### src/rtl/exc_report_unit.sv
// Exception report producer: prioritises memory-stage exception flags into a CP0 report and runs flush/redirect.
// Optional EXC_REPORT_COUNT_EN adds exc_count, a running count of taken exceptions and interrupts.
module exc_report_unit #(
    parameter int unsigned FLUSH_CYCLES = 2,
    parameter logic [31:0] EXC_VECTOR   = 32'hBFC00380
) (
    input  logic        clk,
    input  logic        resetn,
    input  logic        in_valid,
    output logic        in_ready,
    input  logic [31:0] in_pc,
    input  logic        in_is_in_ds,
    input  logic        in_fetch_adel,
    input  logic        in_ri,
    input  logic        in_sys,
    input  logic        in_bp,
    input  logic        in_ov,
    input  logic        in_load_adel,
    input  logic        in_store_ades,
    input  logic        in_eret,
    input  logic [31:0] in_mem_addr,
    output logic [31:0] pre_pc,
    output logic [31:0] pre_badvaddr,
    output logic [4:0]  pre_excCode,
    output logic        pre_is_exc,
    output logic        pre_is_in_ds,
    output logic        pre_is_eret,
    input  logic        cp0_reg_valid,
    input  logic        cp0_exc_occur,
    input  logic [31:0] cp0_pc,
    input  logic        iram_stall,
    output logic        flush_all,
    output logic        redirect_valid,
    output logic [31:0] redirect_pc,
`ifdef EXC_REPORT_COUNT_EN
    output logic [31:0] exc_count,
`endif
    input  logic        redirect_ready
);

    typedef enum logic [1:0] {IDLE, REPORT, FLUSH, REDIRECT} state_t;

    localparam logic [3:0] FLUSH_LOAD = 4'(FLUSH_CYCLES - 1);

    function automatic logic [4:0] exc_code_f(
        input logic fa, input logic ri, input logic ov, input logic sys,
        input logic bp, input logic la, input logic sa);
        logic [4:0] code;
        if (fa)       code = 5'd4;
        else if (ri)  code = 5'd10;
        else if (ov)  code = 5'd12;
        else if (sys) code = 5'd8;
        else if (bp)  code = 5'd9;
        else if (la)  code = 5'd4;
        else if (sa)  code = 5'd5;
        else          code = 5'd0;
        return code;
    endfunction

    // BadVAddr follows the winning cause, so a higher-priority non-address cause yields 0.
    function automatic logic [31:0] badvaddr_f(
        input logic fa, input logic ri, input logic ov, input logic sys,
        input logic bp, input logic la, input logic sa,
        input logic [31:0] pc, input logic [31:0] addr);
        logic [31:0] va;
        if (fa)                     va = pc;
        else if (ri | ov | sys | bp) va = 32'd0;
        else if (la | sa)           va = addr;
        else                        va = 32'd0;
        return va;
    endfunction

    function automatic logic [31:0] redirect_target_f(input logic [31:0] pc);
        return (pc[1:0] != 2'b00) ? EXC_VECTOR : pc;
    endfunction

    state_t      state;
    logic [3:0]  flush_cnt;
    logic [31:0] cap_pc_p1;
    logic        any_flag;
    logic        any_exc;
    logic        take_flush;

    assign any_flag   = in_fetch_adel | in_ri | in_sys | in_bp | in_ov | in_load_adel | in_store_ades;
    // An interrupt in IDLE pre-empts the presented instruction, so it is refused combinationally.
    assign in_ready   = (state == IDLE) & ~(cp0_exc_occur & cp0_reg_valid);
    assign any_exc    = in_valid & in_ready & (any_flag | in_eret);
    assign take_flush = ((state == IDLE) | (state == REPORT)) & cp0_reg_valid & cp0_exc_occur;

    always_ff @(posedge clk or negedge resetn) begin
        if (!resetn) begin
            state          <= IDLE;
            flush_cnt      <= 4'd0;
            cap_pc_p1      <= 32'd0;
            pre_pc         <= 32'd0;
            pre_badvaddr   <= 32'd0;
            pre_excCode    <= 5'd0;
            pre_is_exc     <= 1'b0;
            pre_is_in_ds   <= 1'b0;
            pre_is_eret    <= 1'b0;
            flush_all      <= 1'b0;
            redirect_valid <= 1'b0;
            redirect_pc    <= 32'd0;
        end else begin
            case (state)
                IDLE: begin
                    if (take_flush) begin
                        cap_pc_p1 <= cp0_pc;
                        flush_all <= 1'b1;
                        flush_cnt <= FLUSH_LOAD;
                        state     <= FLUSH;
                    end else if (any_exc) begin
                        pre_pc       <= in_pc;
                        pre_is_in_ds <= in_is_in_ds;
                        pre_is_eret  <= in_eret & ~any_flag;
                        pre_excCode  <= exc_code_f(in_fetch_adel, in_ri, in_ov, in_sys,
                                                   in_bp, in_load_adel, in_store_ades);
                        pre_badvaddr <= badvaddr_f(in_fetch_adel, in_ri, in_ov, in_sys,
                                                   in_bp, in_load_adel, in_store_ades,
                                                   in_pc, in_mem_addr);
                        pre_is_exc   <= 1'b1;
                        state        <= REPORT;
                    end
                end
                REPORT: begin
                    if (take_flush) begin
                        cap_pc_p1  <= cp0_pc;
                        pre_is_exc <= 1'b0;
                        flush_all  <= 1'b1;
                        flush_cnt  <= FLUSH_LOAD;
                        state      <= FLUSH;
                    end else if (cp0_reg_valid) begin
                        pre_is_exc <= 1'b0;
                        state      <= IDLE;
                    end
                end
                FLUSH: begin
                    if (flush_cnt == 4'd0) begin
                        flush_all      <= 1'b0;
                        redirect_valid <= 1'b1;
                        redirect_pc    <= redirect_target_f(cap_pc_p1);
                        state          <= REDIRECT;
                    end else begin
                        flush_cnt <= flush_cnt - 4'd1;
                    end
                end
                REDIRECT: begin
                    if (redirect_valid & redirect_ready & ~iram_stall) begin
                        redirect_valid <= 1'b0;
                        state          <= IDLE;
                    end
                end
                default: state <= IDLE;
            endcase
        end
    end

`ifdef EXC_REPORT_COUNT_EN
    always_ff @(posedge clk or negedge resetn) begin
        if (!resetn)         exc_count <= 32'd0;
        else if (take_flush) exc_count <= exc_count + 32'd1;
    end
`endif

endmodule

### config.mk
export PLATFORM = sky130hd
export DESIGN_NAME = exc_report_unit
export DESIGN_NICKNAME = d
export VERILOG_FILES = /design/src/rtl/exc_report_unit.sv
export SDC_FILE = /design/constraint.sdc
export NUM_CORES = 1
export LEC_CHECK = 0
export ABC_AREA = 0
export CORE_MARGIN = 3
export CORE_UTILIZATION = 49
export DETAILED_ROUTE_END_ITERATION = 6
export PLACE_DENSITY_LB_ADDON = 0.12
export SLEW_MARGIN = 20
export SYNTH_ARGS = -nofsm -noshare
export SYNTH_HDL_FRONTEND = slang
export SYNTH_SLANG_ARGS = --single-unit
### constraint.sdc
create_clock -name clk -period 3.5 [get_ports clk]
set_clock_uncertainty 0.05 [all_clocks]
set_input_delay 0.7 -clock clk [delete_from_list [all_inputs] [get_ports clk]]
set_output_delay 0.7 -clock clk [all_outputs]
set_load 0.1 [all_outputs]
# Word level (Yosys, flattened, before mapping)

Cells that the tools add are included.

Bits in registers: 144
Bits in latches: 0
Memory bits (writable): 0
Bits in read-only memories: 0
Bits of input ports: 112
Word-level logic and storage cells: 96
Memories: 0

Add/sub/neg operators: 1
Multipliers: 0
Divide/modulo/power cells: 0
Order comparisons: 0
Eq/ne operators: 11
Shift operators: 0
Multiplexer cells: 32
Bitwise gates (word level): 25
Reduce and logical (&&, ||, !) cells: 15

Operator list:

| cell                                                               | number |
|---|---|
| 32-bit two-way mux                                                 | 4 |
| 4-bit two-way mux                                                  | 7 |
| 2-bit two-way mux                                                  | 6 |
| 1-bit OR                                                           | 12 |
| 3-bit AND reduction                                                | 4 |
| 2-bit != test, second input constant                               | 5 |
| 1-bit bitwise AND                                                  | 9 |
| 1-bit two-way mux                                                  | 8 |
| 2-bit case mux with 4 select lines                                 | 1 |
| 4-bit case mux with 2 select lines                                 | 1 |
| 4-bit AND reduction                                                | 2 |
| 2-bit nonzero test                                                 | 4 |
| 3-bit two-way mux                                                  | 2 |
| 3-bit != test, second input constant                               | 2 |
| 1-bit case mux with 2 select lines                                 | 3 |
| 2-bit == test, second input constant                               | 2 |
| 4-bit logical NOT                                                  | 1 |
| 1-bit inverter                                                     | 4 |
| 2-bit AND reduction                                                | 2 |
| 4-bit by 1-bit subtractor with 4-bit output, second input constant | 1 |
| 2-bit by 1-bit == test with 1-bit output, second input constant    | 1 |
| 2-bit logical NOT                                                  | 1 |
| 2-bit by 1-bit != test with 1-bit output, second input constant    | 1 |
| 2-bit OR reduction                                                 | 1 |

# Longest topological paths before layout

Gate-level depths: netlist of the first run.

Depth after elaboration: 11
Gate-level depth with buffers: 7
Gate-level depth less buffers: 5

# Least setup slack after synthesis of the first run

Ideal clock, no wire load.

Kind: in2reg
Start: input cp0_exc_occur
End: register pre_pc[17]
Library setup time: 0.128 ns
Data arrival time: 3.033 ns
Required time: 3.322 ns
Slack: 0.289 ns
Stages: 4
Cell sequence: a211oi_2 -> o211ai_4 -> buf_6 -> mux2_1

Word-level cells in the longest chain between the ends: 6

RTL lines:

| element                                | line | source |
|---|---|---|
| start: declaration                     | 29   | `input logic cp0_exc_occur,` |
| 1-bit bitwise AND                      | 86   | `assign in_ready = (state == IDLE) & ~(cp0_exc_occur & cp0_reg_valid);` |
| 1-bit inverter                         | 86   |  |
| 1-bit bitwise AND                      | 86   |  |
| 1-bit bitwise AND (2 in series)        | 87   | `assign any_exc = in_valid & in_ready & (any_flag \| in_eret);` |
| 3-bit AND reduction (no source line) * | -    |  |
| end signal: assignment                 | 113  | `pre_pc <= in_pc;` |
| end: declaration                       | 22   | `output logic [31:0] pre_pc,` |

Mark *: on every way between the ends. The rest lies on a longest branch, timed or not.
A chain may end at the register's enable or synchronous reset.

# Worst setup path after layout of the first run

Start: input in_ri
End: register pre_pc[25]

Word-level cells in the longest chain between the ends: 9

RTL lines:

| element                              | line | source |
|---|---|---|
| start: declaration                   | 14   | `input logic in_ri,` |
| 1-bit OR (6 in series)               | 84   | `assign any_flag = in_fetch_adel \| in_ri \| in_sys \| in_bp \| in_ov \| in_load_adel \| in_store_ades;` |
| 1-bit OR                             | 87   |  |
| 1-bit bitwise AND                    | 87   |  |
| 3-bit AND reduction (no source line) | -    |  |

Every way passes these cells.

==> flow_metrics.py, run 1 <==
metrics = {
    "clock_network": {
        "clockRootBuffer": "clkbuf_16",
        "post_cts_hold_buffer_count": 0,
        "cts_tree": "built",
        "cts_made_buffers": 17,
        "post_cts_buffers": 0,
        "insertion_delay_ps": 410,
        "clk_pin_slew_ps": 60,
        "clock_path_buffers": 2,
        "ctsResizeCount": 0,
        "htree_levels": 4,
        "cts_sinks": 143,
    },
    "timing": {
        "min_period_over_period": 0.772,
        "tns_ps": 0,
        "period_needed_ps": 2700,
        "slew_violations": 0,
        "final_hold_viol_count": 0,
        "maxSlewHeadroom": 0.303,
        "worst-slew-pin-transition_ps": 1050,
        "timing.fmax_ghz": 0.370,
        "rsz0062_at_grt": "false",
        "finalSetupViolations": 0,
    },
    "global_route": {
        "grt_max_degree": 82,
        "grt_pass1_vias": 5268,
        "met3_usage": 0.101,
        "grtUsageTotal": 0.241,
        "grt_use_met1": 0.289,
        "grt_pass1_wl_um": 27100,
        "grt-busiest-layer": "met2",
        "antenna_found_initial": 0,
        "grtUsageMet2": 0.383,
        "grt_remaining_overflow": 0,
    },
    "detailed_routing": {
        "drt_iter0_markers": 387,
        "via_count": 4861,
        "drcViolationCount": 0,
        "viasPerCell": 5.48,
        "detail_route.first_pass.iterations": 4,
        "wire_per_inst_um": 18.8,
        "postRouteAntennaNets": 0,
        "wl_um": 16700,
    },
    "worst_setup_path": {
        "crit_type": "in2reg",
        "critPathLaunchType": "primary input",
        "crit_path_end_kind": "flip-flop",
        "worstPathArrival_ps": 2950,
        "path_max_fanout": 68,
        "cp.required_ps": 3750,
    },
    "cells_and_area": {
        "stdcell_count": 887,
        "nets": 822,
        "post_route_cells_drive_above_1_share": 0.228,
        "area_growth_syn_to_layout_pct": 44.3,
        "fillCellCount": 877,
        "utilization": 0.739,
        "n_antenna_cell": 0,
    },
    "die": {
        "die_h_um": 119,
        "die_w_um": 119,
        "rows": 40,
        "dieArea_um2": 14200,
        "pin_count": 219,
        "initial_utilization": 0.512,
        "core_um2": 12300,
    },
    "job": {
        "cap_violations": 0,
    },
    "synth": {
        "synthCells": 505,
        "synth_warnings": 0,
        "yosys.cell_types.count": 40,
        "yosysSeqAreaShare": 0.570,
        "syn_avg_cell_area_um2": 12.4,
        "syn_area_um2": 6280,
        "ys_ff_latch": 143,
        "synth_fp_nets": 619,
    },
    "hold_path": {
        "hold_path.class": "in2async",
    },
    "placement": {
        "gp_congestion": 0.761,
        "port_buffers": 217,
        "hpwl_um": 11500,
        "place_inst": 857,
    },
    "status": {
        "outcome": "finished clean",
    },
}
[through the flow]
stage | instance area, um2 | hold WS [ps] | worst slack, ps
6_report | 9060 | 267 | 797
5_1_grt | 9060 | 309 | 686
4_1_cts | 9060 | 291 | 788
3_5_place_dp | 8480 | 429 | 376
3_3_place_gp | 8480 | 419 | 449
2_1_floorplan | 6280 | 354 | 289
[cells by family after synthesis]
group                    after synthesis  share of synthesized area
adder cells (fa/ha/maj)                2                    0.00398
AO/OA/AOI/OAI                        110                      0.119
buffers and inverters                 46                     0.0370
other                                  1                   0.000597
multiplexers                         104                      0.186
flip-flops                           143                      0.570
AND/OR/NAND/NOR                       99                     0.0836
[registers in the layout (all words and copies together), names as in the netlist]
signal,flops
cap_pc_p1,32
pre_badvaddr,32
pre_pc,32
redirect_pc,32
flush_cnt,4
pre_excCode,4
state,2
flush_all,1
pre_is_eret,1
pre_is_exc,1
pre_is_in_ds,1
redirect_valid,1
[placed cells by master, fill, tap and decap left out, drive strengths merged]
| master | instances |
|---|---|
| a211oi | 1 |
| a21o | 1 |
| a21oi | 5 |
| a221o | 1 |
| a22oi | 2 |
| a31oi | 2 |
| a32o | 29 |
| and2 | 2 |
| buf | 35 |
| bufinv | 1 |
| clkbuf | 25 |
| clkdlybuf4s50 | 189 |
| clkinv | 3 |
| clkinvlp | 1 |
| conb | 1 |
| dfrtp | 143 |
| ha | 2 |
| inv | 6 |
| mux2 | 100 |
| mux2i | 4 |
| nand2 | 28 |
| nand2b | 4 |
| nand3 | 3 |
| nand3b | 2 |
| nand4b | 1 |
| nor2 | 5 |
| nor2b | 32 |
| nor3 | 15 |
| nor3b | 1 |
| nor4 | 2 |
| o211ai | 2 |
| o21ai | 62 |
| o21bai | 1 |
| o31ai | 3 |
| o32ai | 1 |
| or2 | 1 |
| or3b | 1 |
| or4 | 2 |
[cell type report]
type                    instances  area [um2]  share of cell area
repair buffers                224        2190               0.242
flip-flops and latches        143        3580               0.395
clock inverters                 5        52.6             0.00580
clock buffers                  25         526              0.0580
well taps                     168         210              0.0232
inverters                       6        22.5             0.00249
multi-input cells             316        2480               0.274
[worst max-delay path, cell delays in order]
cell	delay (ps)
clkdlybuf4s50_1	500
or4_1	690
o211ai_4	270
buf_12	360
mux2_2	390
[cell usage after synthesis (all sizes together)]
library cell | count | area share
dfrtp | 143 | 0.57
mux2 | 100 | 0.18
o21ai | 62 | 0.049
nor2b | 32 | 0.032
a32o | 29 | 0.046
nand2 | 28 | 0.017
clkbuf | 25 | 0.015
buf | 15 | 0.019
nor3 | 15 | 0.012
inv | 6 | 0.0036
a21oi | 5 | 0.0040
nor2 | 5 | 0.0030
mux2i | 4 | 0.0064
nand2b | 4 | 0.0040
nand3 | 3 | 0.0024
o31ai | 3 | 0.0036
a22oi | 2 | 0.0024
a31oi | 2 | 0.0020
and2 | 2 | 0.0020
ha | 2 | 0.0040
nand3b | 2 | 0.0024
nor4 | 2 | 0.0020
o211ai | 2 | 0.0046
or4 | 2 | 0.0024
a211oi | 1 | 0.0020
a21o | 1 | 0.0012
a221o | 1 | 0.0016
conb | 1 | 0.00060
nand4b | 1 | 0.0014
nor3b | 1 | 0.0012
o21bai | 1 | 0.0012
o32ai | 1 | 0.0014
or2 | 1 | 0.0010
or3b | 1 | 0.0014
[layer usage]
| metal | up-vias | share of wire |
|---|---|---|
| li1 | 2220 | - |
| met1 | 2415 | 0.38 |
| met2 | 194 | 0.50 |
| met3 | 32 | 0.096 |
| met4 | 0 | 0.024 |
| met5 | - | 0 |
[path summary, 6_finish.rpt]
check / depth (start not counted) / from / slack (ps) / to
setup / recovery: 5 / in_ri / 800 / pre_pc[25]$_DFFE_PN0P_
hold / removal: 1 / resetn / 270 / cap_pc_p1[2]$_DFFE_PN0P_
setup reg to reg: 5 / flush_cnt[0]$_DFFE_PN0P_ / 1020 / redirect_pc[0]$_DFFE_PN0P_
hold reg to reg: 1 / redirect_pc[0]$_DFFE_PN0P_ / 450 / redirect_pc[0]$_DFFE_PN0P_
max in group asynchronous: 2 / resetn / 2360 / pre_badvaddr[5]$_DFFE_PN0P_
min in group clk: 1 / redirect_pc[0]$_DFFE_PN0P_ / 450 / redirect_pc[0]$_DFFE_PN0P_
Power of run 1 is left out: the tool's default activity adds up to more than one toggle a clock period on the data nets, which glitch-free logic cannot reach.
==> run 2: changes to the inputs <==
CORE_UTILIZATION = 45   (was 49)
clock period = 2.5 ns   (was 3.5 ns; I/O delays follow)
==> flow_metrics.py, run 2 (synthesis results as in run 1) <==
metrics = {
    "status": {
        "outcome": "finished clean",
    },
    "detailed_routing": {
        "detail_route.first_pass.iterations": 6,
        "drt_iter0_markers": 374,
        "viasPerCell": 5.28,
        "via_count": 4851,
        "postRouteAntennaNets": 0,
        "wire_per_inst_um": 18.0,
        "drcViolationCount": 0,
        "wl_um": 16500,
    },
    "die": {
        "die_h_um": 124,
        "rows": 42,
        "pin_count": 219,
        "initial_utilization": 0.467,
        "die_w_um": 124,
        "core_um2": 13500,
        "dieArea_um2": 15400,
    },
    "clock_network": {
        "cts_sinks": 143,
        "post_cts_buffers": 0,
        "ctsResizeCount": 0,
        "insertion_delay_ps": 410,
        "post_cts_hold_buffer_count": 0,
        "clock_path_buffers": 2,
        "htree_levels": 4,
        "cts_tree": "built",
        "cts_made_buffers": 17,
        "clk_pin_slew_ps": 50,
        "clockRootBuffer": "clkbuf_16",
    },
    "global_route": {
        "grt_pass1_wl_um": 25800,
        "grtUsageTotal": 0.219,
        "grt_max_degree": 70,
        "grt_remaining_overflow": 0,
        "antenna_found_initial": 0,
        "grt_pass1_vias": 4993,
    },
    "worst_setup_path": {
        "slowest_delay_ps": 470,
        "cp_top_family": "buffers and inverters",
        "path_cells": "clkdlybuf4s50_1 -> a211oi_4 -> buf_4 -> buf_12",
        "crit_type": "in2out",
        "crit_path_end_kind": "output port",
        "worstPathArrival_ps": 1710,
        "critPathLaunchType": "primary input",
        "path_max_fanout": 3,
        "path_buf_inv": 3,
        "cp.required_ps": 1950,
        "slowest_stage": "clkdlybuf4s50_1",
    },
    "cells_and_area": {
        "utilization": 0.674,
        "fillCellCount": 1048,
        "post_route_cells_drive_above_1_share": 0.358,
        "nets": 845,
        "n_antenna_cell": 0,
        "layout.cells.most_common": "dfrtp_1",
        "final_cell_mix": "dfrtp_1 (143), buf_4 (130), clkdlybuf4s50_1 (109)",
        "area_growth_syn_to_layout_pct": 44.4,
    },
    "timing": {
        "finalSetupViolations": 0,
        "final.setup.worst_slack_ps": 241,
        "min_period_over_period": 0.904,
        "timing.fmax_ghz": 0.443,
        "holdWs_ps": 3.91,
        "rsz0062_at_grt": "false",
        "slew_violations": 0,
        "final_hold_viol_count": 0,
        "worst-slew-pin-transition_ps": 685,
        "period_needed_ps": 2260,
        "maxSlewHeadroom": 0.543,
    },
    "placement": {
        "gp_congestion": 0.775,
        "pre_cts_ws_ps": -147,
        "port_buffers": 217,
        "hpwl_um": 11800,
    },
    "job": {
        "cap_violations": 0,
    },
    "hold_path": {
        "hold_path.class": "in2async",
    },
}
run 2: worst paths after layout:
path	slack, ps	to	cells after the start	start
max	240	in_ready	4	cp0_exc_occur
max in group asynchronous	1710	flush_cnt[0]$_DFFE_PN0P_	2	resetn
min reg2reg	450	redirect_pc[0]$_DFFE_PN0P_	1	redirect_pc[0]$_DFFE_PN0P_
min	4	redirect_pc[4]$_DFFE_PN0P_	1	resetn
max reg2reg	620	redirect_pc[16]$_DFFE_PN0P_	6	flush_cnt[0]$_DFFE_PN0P_
min in group clk	450	redirect_pc[0]$_DFFE_PN0P_	1	redirect_pc[0]$_DFFE_PN0P_
run 2: per-layer routing:
metal | vias to the layer above | routed length (um) | track usage
met1 | 2378 | 6860 | 0.279
met5 | - | 0 | 0
met2 | 177 | 7980 | 0.349
met4 | 0 | 230 | 0.0698
met3 | 16 | 1430 | 0.0804
li1 | 2280 | - | -
run 2: metrics by stage:
step / cells / TNS [ps] / cell area [um2]
final: 919 / 0 / 9070
after global placement: 888 / -5210 / 8510
after CTS: 919 / 0 / 9070
after global routing: 919 / 0 / 9070
after detailed placement: 888 / -8140 / 8510
after floorplan: 505 / 0 / 6290
run 2: area by class of cell:
| class | instances | area, um2 | area share |
|---|---|---|---|
| Sequential cell | 143 | 3580 | 0.394 |
| Multi-Input combinational cell | 316 | 2480 | 0.274 |
| Timing Repair Buffer | 247 | 2200 | 0.243 |
| Clock buffer | 20 | 447 | 0.0492 |
| Tap cell | 176 | 220 | 0.0243 |
| Clock inverter | 11 | 118 | 0.0130 |
| Inverter | 6 | 22.5 | 0.00248 |
Power of run 2 is left out for the same reason.
==> run 3: changes to the inputs <==
SLEW_MARGIN = 25   (was 20)
==> results of run 3 <==
Same layout as run 2: the final DEF is identical, and so are final timing and power.
Power of run 3 is left out for the same reason.
